**config.mk**
```make
export PLATFORM = sky130hd
export DESIGN_NAME = ssd_display_driver_flat
export DESIGN_NICKNAME = d
export VERILOG_FILES = /design/src/rtl/ssd_display_driver_if.sv /design/src/rtl/ssd_display_driver.sv /design/src/flat_wrapper.sv
export SDC_FILE = /design/constraint.sdc
export NUM_CORES = 1
export LEC_CHECK = 0
export CAP_MARGIN = 20
export CORE_UTILIZATION = 25
export DETAILED_ROUTE_END_ITERATION = 8
export GPL_TIMING_DRIVEN = 0
export PLACE_DENSITY = 0.44
export SKIP_CTS_REPAIR_TIMING = 1
export SYNTH_ARGS = -nofsm -noshare
export SYNTH_HDL_FRONTEND = slang
export SYNTH_SLANG_ARGS = --single-unit
export TNS_END_PERCENT = 50
```
**constraint.sdc**
```tcl
create_clock -name clk -period 4.8 [get_ports clk]
set_input_delay 0.96 -clock clk [delete_from_list [all_inputs] [get_ports clk]]
set_output_delay 0.96 -clock clk [all_outputs]
set_load 0.005 [all_outputs]
```
**src/rtl/ssd_display_driver_if.sv**
```systemverilog
// -----------------------------------------------------------------------------
// ssd_display_driver_if
//
// Bundles the display driver's data and display signals so the producer of
// the debug value and the driver connect through one port.
//
//   value    master -> slave  13-bit unsigned value to display (0..8191)
//   busy     slave -> master  conversion in progress
//   bcd      slave -> master  last completed conversion, four BCD digits
//   Anode    slave -> master  active-low digit enables, [0] = leftmost digit
//   LED_out  slave -> master  active-low segments, [0] = a ... [6] = g
// -----------------------------------------------------------------------------
interface ssd_display_driver_if;
    logic [12:0] value;
    logic        busy;
    logic [15:0] bcd;
    logic [0:3]  Anode;
    logic [0:6]  LED_out;

    // The side that supplies the value to display.
    modport master (
        output value,
        input  busy,
        input  bcd,
        input  Anode,
        input  LED_out
    );

    // The display driver itself.
    modport slave (
        input  value,
        output busy,
        output bcd,
        output Anode,
        output LED_out
    );
endinterface

```
**src/rtl/ssd_display_driver.sv**
```systemverilog
// -----------------------------------------------------------------------------
// ssd_display_driver
//
// Converts a 13-bit binary value into four BCD digits with a sequential
// double-dabble converter, then time-multiplexes the digits onto a 4-anode,
// 7-segment display from a refresh-tick counter on the single system clock.
//
// Parameters
//   REFRESH_DIV    system-clock cycles per digit slot (>= 2)
//   BLANK_LEADING  1 = blank leading zero digits (units digit always shown)
//
// Ports
//   clk   system clock, rising edge
//   rst   synchronous, active-high reset
//   dbg   ssd_display_driver_if.slave: value in; busy, bcd, Anode, LED_out out
// -----------------------------------------------------------------------------
module ssd_display_driver #(
    parameter int unsigned REFRESH_DIV   = 100000,
    parameter bit          BLANK_LEADING = 1'b1
) (
    input  logic                 clk,
    input  logic                 rst,
    ssd_display_driver_if.slave  dbg
);

    // -------------------------------------------------------------------------
    // Local types and constants
    // -------------------------------------------------------------------------
    typedef enum logic [1:0] {
        IDLE  = 2'd0,
        SHIFT = 2'd1,
        DONE  = 2'd2
    } state_e;

    localparam int unsigned CNT_W   = (REFRESH_DIV > 2) ? $clog2(REFRESH_DIV) : 1;
    localparam logic [CNT_W-1:0] CNT_MAX = CNT_W'(REFRESH_DIV - 1);

    // Thirteen shift/adjust iterations for a 13-bit input.
    localparam logic [3:0] LAST_ITER = 4'd12;

    localparam logic [0:6] SEG_BLANK = 7'b1111111;

    // -------------------------------------------------------------------------
    // Helpers
    // -------------------------------------------------------------------------
    // Double-dabble adjust: a nibble of 5 or more would become >= 10 after
    // the shift, so add 3 first to carry into the next decimal digit.
    function automatic logic [3:0] add3(input logic [3:0] nib);
        return (nib >= 4'd5) ? nib + 4'd3 : nib;
    endfunction

    // Active-low segment code, leftmost bit is segment a.
    function automatic logic [0:6] seg(input logic [3:0] digit);
        logic [0:6] code;
        case (digit)
            4'd0:    code = 7'b0000001;
            4'd1:    code = 7'b1001111;
            4'd2:    code = 7'b0010010;
            4'd3:    code = 7'b0000110;
            4'd4:    code = 7'b1001100;
            4'd5:    code = 7'b0100100;
            4'd6:    code = 7'b0100000;
            4'd7:    code = 7'b0001111;
            4'd8:    code = 7'b0000000;
            4'd9:    code = 7'b0000100;
            default: code = SEG_BLANK; // non-decimal nibble: show nothing
        endcase
        return code;
    endfunction

    // -------------------------------------------------------------------------
    // Converter state
    // -------------------------------------------------------------------------
    state_e      state_q, state_d;
    logic [12:0] cap_q,   cap_d;    // value the running/last conversion used
    logic [28:0] sh_q,    sh_d;     // {thousands, hundreds, tens, units, bin}
    logic [3:0]  iter_q,  iter_d;
    logic [15:0] bcd_q,   bcd_d;

    logic [28:0] sh_adj;

    // Adjust every BCD nibble of the shift register before the next shift.
    always_comb begin
        sh_adj          = sh_q;
        sh_adj[28:25]   = add3(sh_q[28:25]);
        sh_adj[24:21]   = add3(sh_q[24:21]);
        sh_adj[20:17]   = add3(sh_q[20:17]);
        sh_adj[16:13]   = add3(sh_q[16:13]);
    end

    // NOTE: every signal gets its default at the top of a combinational
    // block so that no path leaves it unassigned and infers a latch.
    always_comb begin
        state_d = state_q;
        cap_d   = cap_q;
        sh_d    = sh_q;
        iter_d  = iter_q;
        bcd_d   = bcd_q;

        case (state_q)
            IDLE: begin
                // Only a change relative to the last captured value starts
                // work, so a steady input costs nothing and value=0 after
                // reset leaves bcd at zero.
                if (dbg.value != cap_q) begin
                    cap_d   = dbg.value;
                    sh_d    = {16'b0, dbg.value};
                    iter_d  = 4'd0;
                    state_d = SHIFT;
                end
            end

            SHIFT: begin
                sh_d   = {sh_adj[27:0], 1'b0};
                iter_d = iter_q + 4'd1;
                if (iter_q == LAST_ITER) begin
                    state_d = DONE;
                end
            end

            DONE: begin
                // Publish all four digits in one edge so the display never
                // sees a half-converted number.
                bcd_d   = sh_q[28:13];
                state_d = IDLE;
            end

            default: begin
                state_d = IDLE;
            end
        endcase
    end

    // -------------------------------------------------------------------------
    // Refresh / digit multiplexing
    // -------------------------------------------------------------------------
    logic [CNT_W-1:0] cnt_q,   cnt_d;
    logic [1:0]       idx_q,   idx_d;
    logic [0:3]       anode_q, anode_d;
    logic [0:6]       led_q,   led_d;

    logic       tick;
    logic [3:0] digit_sel;
    logic       blank_sel;
    logic [2:0] lead_zero;   // [k]: digit k and all digits left of it are 0

    assign tick = (cnt_q == CNT_MAX);

    always_comb begin
        lead_zero[0] = (bcd_q[15:12] == 4'd0);
        lead_zero[1] = lead_zero[0] && (bcd_q[11:8] == 4'd0);
        lead_zero[2] = lead_zero[1] && (bcd_q[7:4]  == 4'd0);
    end

    // idx 0 is the leftmost (thousands) digit, idx 3 the units digit.
    always_comb begin
        digit_sel = bcd_q[3:0];
        blank_sel = 1'b0;
        case (idx_q)
            2'd0: begin
                digit_sel = bcd_q[15:12];
                blank_sel = BLANK_LEADING && lead_zero[0];
            end
            2'd1: begin
                digit_sel = bcd_q[11:8];
                blank_sel = BLANK_LEADING && lead_zero[1];
            end
            2'd2: begin
                digit_sel = bcd_q[7:4];
                blank_sel = BLANK_LEADING && lead_zero[2];
            end
            default: begin
                // Units digit is always shown, even when zero.
                digit_sel = bcd_q[3:0];
                blank_sel = 1'b0;
            end
        endcase
    end

    always_comb begin
        cnt_d   = cnt_q + CNT_W'(1);
        idx_d   = idx_q;
        anode_d = anode_q;
        led_d   = led_q;

        if (tick) begin
            cnt_d          = '0;
            anode_d        = 4'b1111;
            anode_d[idx_q] = 1'b0;      // blanked digits still get an anode
            led_d          = blank_sel ? SEG_BLANK : seg(digit_sel);
            idx_d          = idx_q + 2'd1;
        end
    end

    // -------------------------------------------------------------------------
    // State registers
    // -------------------------------------------------------------------------
    // NOTE: sequential state uses non-blocking assignments so every register
    // samples the pre-edge value of every other register.
    always_ff @(posedge clk) begin
        if (rst) begin
            state_q <= IDLE;
            cap_q   <= '0;
            sh_q    <= '0;
            iter_q  <= '0;
            bcd_q   <= '0;
            cnt_q   <= '0;
            idx_q   <= '0;
            anode_q <= 4'b1111;
            led_q   <= SEG_BLANK;
        end else begin
            state_q <= state_d;
            cap_q   <= cap_d;
            sh_q    <= sh_d;
            iter_q  <= iter_d;
            bcd_q   <= bcd_d;
            cnt_q   <= cnt_d;
            idx_q   <= idx_d;
            anode_q <= anode_d;
            led_q   <= led_d;
        end
    end

    // -------------------------------------------------------------------------
    // Outputs
    // -------------------------------------------------------------------------
    assign dbg.busy    = (state_q != IDLE);
    assign dbg.bcd     = bcd_q;
    assign dbg.Anode   = anode_q;
    assign dbg.LED_out = led_q;

endmodule
```
**src/flat_wrapper.sv**
```systemverilog
// flat-port wrapper written by rule: the top's interface ports become plain ports
module ssd_display_driver_flat 
#(
    parameter int unsigned REFRESH_DIV   = 100000,
    parameter bit          BLANK_LEADING = 1'b1
)
  (clk, rst, dbg_value, dbg_busy, dbg_bcd, dbg_Anode, dbg_LED_out);
  ssd_display_driver_if dbg_i ();
  input  logic clk;
  input  logic rst;
  input wire logic [$bits(dbg_i.value)-1:0] dbg_value;
  output wire logic [$bits(dbg_i.busy)-1:0] dbg_busy;
  output wire logic [$bits(dbg_i.bcd)-1:0] dbg_bcd;
  output wire logic [$bits(dbg_i.Anode)-1:0] dbg_Anode;
  output wire logic [$bits(dbg_i.LED_out)-1:0] dbg_LED_out;
  assign dbg_i.value = dbg_value;
  assign dbg_busy = dbg_i.busy;
  assign dbg_bcd = dbg_i.bcd;
  assign dbg_Anode = dbg_i.Anode;
  assign dbg_LED_out = dbg_i.LED_out;
  ssd_display_driver #(.REFRESH_DIV(REFRESH_DIV), .BLANK_LEADING(BLANK_LEADING)) u_core (.clk(clk), .rst(rst), .dbg(dbg_i));
endmodule
```
# Word-level counts from Yosys, hierarchy flattened
# Memory sizes are Yosys's and may differ from the RTL's.
# Index checks and enable logic that the tools add are counted.
# Widths: inputs -> output; s select.
[totals]
output_inout_bits = 28
register_bits = 94
rom_bits = 112
inputBits = 15
mem_count = 1
word_cells = 64
[memory_table]
columns = ["memory", "depth", "word_bits", "rd", "rd_ports_with_merged_regs", "wr", "line", "source"]
rows = [
  ["(no name shown)", 16, 7, 1, 0, 0, "ssd_display_driver.sv:55", "case (digit)"],
]
[classes]
addsub = 7
n_eq_ne = 9
n_bitwise = 2
reduce_logical = 14
order_cmp = 6
n_mux = 16
[ops]
columns = ["op", "n"]
rows = [
  ["$pmux 29 s2", 1],
  ["$mux 29", 1],
  ["$add 17x1->17 const B", 1],
  ["$eq 17x17->1 const B", 1],
  ["$ge 4x3->1 const B", 4],
  ["$mux 4", 4],
  ["$ne 13x13->1", 1],
  ["$add 4x2->4 const B", 3],
  ["$logic_not 4->1", 3],
  ["$pmux 4 s3", 1],
  ["$pmux 4 s2", 1],
  ["$mux 7", 1],
  ["$reduce_and 2->1", 3],
  ["$add 4x1->4 const B", 1],
  ["$eq 2x1->1 const B", 2],
  ["$eq 2x2->1 const B", 2],
  ["$eq 4x4->1 const B", 1],
  ["$logic_not 2->1", 2],
  ["$mux 2", 2],
  ["$ne 2x1->1 const B", 2],
  ["$not 4->4", 1],
  ["$pmux 2 s2", 1],
  ["$reduce_bool 2->1", 2],
  ["$add 3x2->3 const B", 1],
  ["other kinds (10)", 12],
]

# Longest topological paths before layout
[depth]
ltp_word = 6
ltp_mapped = 10
ltp_nobuf = 10

# Worst setup path after synthesis
# No wires, ideal clock.
[synth_timing]
path_type = "input-to-reg"
start = "input port dbg_value[6]"
end = "register u_core.cap_q[12]"
t_arrival_ns = 2.245
setup_ns = 0.128
path_stages = 6
path_buffers = 1
required_ns = 4.672
path_slack_ns = 2.428
cell_sequence = "xnor2_1 nand3_1 o41ai_4 buf_6 mux2i_1 nor2_1"
[synth_via]
elab_chain_cells = 2
[synth_lines]
columns = ["element", "line", "source"]
rows = [
  ["start, declared", "flat_wrapper.sv:11", "input wire logic [$bits(dbg_i.value)-1:0] dbg_value;"],
  ["$ne 13x13->1", "ssd_display_driver.sv:105", "if (dbg.value != cap_q) begin"],
  ["$reduce_and 2->1 (no source line)", "--", ""],
  ["end signal, assigned", "ssd_display_driver.sv:213", "cap_q <= cap_d;"],
  ["end, declared", "ssd_display_driver.sv:75", "logic [12:0] cap_q, cap_d;"],
]
# No other way between the ends.
# A chain may end at the register's enable or synchronous reset.

# Final worst setup path
[layout_timing]
start = "input port dbg_value[7]"
end = "register u_core.sh_q[1]"
[layout_via]
elab_chain_cells = 3
[layout_lines]
columns = ["element", "line", "source"]
rows = [
  ["$ne 13x13->1", "ssd_display_driver.sv:105", ""],
  ["$ne 2x1->1 (no source line)", "--", ""],
  ["$reduce_and 2->1 (no source line)", "--", ""],
  ["end signal, assigned", "ssd_display_driver.sv:204", "sh_q <= '0;"],
  ["end signal, assigned", "ssd_display_driver.sv:214", "sh_q <= sh_d;"],
  ["end, declared", "ssd_display_driver.sv:76", "logic [28:0] sh_q, sh_d;"],
]
# No other way between the ends.

==> metrics <==
n_diodes=0; htree depth=3; syn_nets=548; CTS max path bufs=2; Comb power frac=0.074; Critical Path, Cell by Cell=clkdlybuf4s50_1, xnor2_1, nand4_1, nor4_2, nand2_1, buf_2, o221a_2; FF-to-FF path depth=10; Syn Inst Count=512; clk sinks=94; Int Pwr=1.24 mW; Post-synth EDFFs=0; Switching Fraction=0.239; P per Cell Area=296 nW/um2; CP startpoint kind=input pin; final hold vios=0; clk_skew=8.27 ps; commonest non-fill, non-tap cell in the layout=dfxtp_1; Synth area leader=dfxtp_1; worst-path fanout max=10; largest net degree at the start of global routing=15; Die Area=18600 um2; Final setup viols=0; Die H=136 um; CP Capture Type=register; largest cells by area after synthesis=dfxtp_1 42%, ha_1 5.8%, nor2_1 5.4%; DRT Wirelength=11300 um; die width=136 um; Max rail drop VDD=0.000174 V; CP bufs+invs=2; Setup WS post-layout=1860 ps; total core area=17500 um2; dpl ws=1530 ps; Initial DRC Count=176; async set-or-reset flop fraction in the synthesized netlist=0; Seq pwr share=0.503; total track usage=0.130; antenna-violating nets left=0; leak pwr=1.97 nW; worst min path class=reg -> reg; post-synth top area share=0.417; cell area after synthesis=4510 um2; Slew HR=0.544; Final #Nets=601; Seq/Total Area, Yosys=0.417; Slowest cell on crit path=clkdlybuf4s50_1; FMAX=341 MHz; DRC=0; RSZ-0062 raised after global routing=false; Critical Path Stages=7; Net Sw Power=388 uW; status=complete, no violations; Max Cap Viol=0; vias in the first global route=3679; CP top delay family=simple AND/OR/NAND/NOR gates; drt wl/cell=14.2 um; Fillers=1821; crit path DAT=3170 ps; CTS root buf=clkbuf_16; Top FF cell, synth=dfxtp_1; Worst-path clk slew=60 ps; first-pass GRT wire length=18700 um; CP max stage delay=470 ps; Ports=43; initial core utilization=0.258; Synth Register Bits=94; final weighted congestion in routability-driven placement=0.829; Clock Latency Late Sink=340 ps; Tcrit/Tclk final=0.612; commonest non-fill, non-tap cells in the layout=94 x dfxtp_1, 65 x nor2_1, 50 x nand2_1; CTS Buf Count=9; Synth Area per Inst=8.81 um2; detailed placement HPWL=8400 um; Tightest Pin Transition=681 ps; Rows=48; P&R area growth vs syn=21.7%; CTS tree=built; DR vias/cell=4.73; final setup TNS=0 ps; min Tclk post-route=2940 ps; Vias=3757; CP required=5030 ps; layout cells sized above 1=0.0737; Yosys warnings=0; DRT Pass-1 Iters=4; Max Transition Viols Final=0; Setup CP Type=in -> reg; PortBufs=42; Hold Path Depth=1; clock share of power=0.423; initial antenna violation count=0; Netlist cell types=53; GR Overflow Total=0; Tot Pwr=1.62 mW
## cell usage after synthesis (2+ instances only)
cell      number
a211oi_1       5
o22ai_1       12
and3_1         8
ha_1          21
nor4_1         2
buf_2          2
xnor2_1       22
mux2i_1       13
o21ai_0       11
o31ai_1        4
or3_1          7
a21oi_1       37
o32ai_1       11
nor2b_1        2
clkbuf_1      14
nand2b_1      10
nor2_1        65
buf_6          3
a21oi_2        4
and4_1         2
nand2_1       50
nand3_1        9
inv_1         28
nand4_1        7
o221a_2       11
a22oi_1        3
a21o_1         2
or2_1          2
buf_4          3
xor2_1        13
o211ai_1       3
nor3_1        12
dfxtp_1       94
## metrics by stage
step,std cells,utilization,instance area [um2],hold slack [ps]
after floorplan,512,-,4510,426
final,795,0.314,5490,470
after CTS,795,0.314,5490,465
after global routing,795,0.314,5490,484
after global placement,779,0.298,5210,442
after detailed placement,779,0.298,5210,449
## sequential cells by signal, indices dropped and copies added, names as in the netlist
signal              count
u_core.dbg.bcd         16
u_core.dbg.Anode        4
u_core.idx_q            2
u_core.iter_q           4
u_core.state_q          2
u_core.dbg.LED_out      7
u_core.cnt_q           17
u_core.sh_q            29
u_core.cap_q           13
## worst register-to-register path, cell delays in order, from the launching register on
cell	delay, ps
dfxtp_1	420
inv_1	90
ha_1	300
a22oi_1	220
nand2_1	110
mux2i_1	340
inv_1	120
ha_1	210
o21a_1	190
o21ai_0	100
a21oi_2	80
## metal layers
| metal | share of wire | GRT usage | wire (um) |
|---|---|---|---|
| met2 | 0.46 | 0.215 | 5250 |
| met1 | 0.49 | 0.168 | 5580 |
| met5 | 0 | 0 | 0 |
| met4 | 0.014 | 0.0494 | 163 |
| met3 | 0.028 | 0.0231 | 312 |
## power by group through the flow
stage | logic (mW) | registers, mW | clock network (mW)
2_1_floorplan | 0.0813 | 0.830 | 0
3_5_place_dp | 0.122 | 0.834 | 0
3_3_place_gp | 0.121 | 0.833 | 0
4_1_cts | 0.122 | 0.816 | 0.706
5_1_grt | 0.133 | 0.819 | 0.741
6_report | 0.120 | 0.817 | 0.687
## worst paths after layout
kind / end / start / slack, ps
max reg2reg: u_core.dbg.LED_out[0] / u_core.idx_q[0] / 2520
min: u_core.cnt_q[0] / u_core.cnt_q[0] / 470
min reg2reg: u_core.cnt_q[0] / u_core.cnt_q[0] / 470
max: u_core.sh_q[1] / dbg_value[7] / 1860
## cell type report
| type | instances | area (um2) | share of cell area |
|---|---|---|---|
| Timing Repair Buffer | 42 | 420 | 0.0766 |
| Clock inverter | 3 | 18.8 | 0.00342 |
| Clock buffer | 13 | 260 | 0.0474 |
| Multi-Input combinational cell | 368 | 2400 | 0.438 |
| Buffer | 22 | 119 | 0.0216 |
| Sequential cell | 94 | 1880 | 0.343 |
| Tap cell | 225 | 282 | 0.0513 |
| Inverter | 28 | 105 | 0.0191 |
## kinds of logic after synthesis
group	synth area share
compound gates	0.180
mux	0.0288
flops	0.417
simple gates	0.198
xor+xnor	0.0680
buf+inv	0.0497
fa+ha+maj	0.0583
No activity file was read; power rests on OpenSTA's default activity.
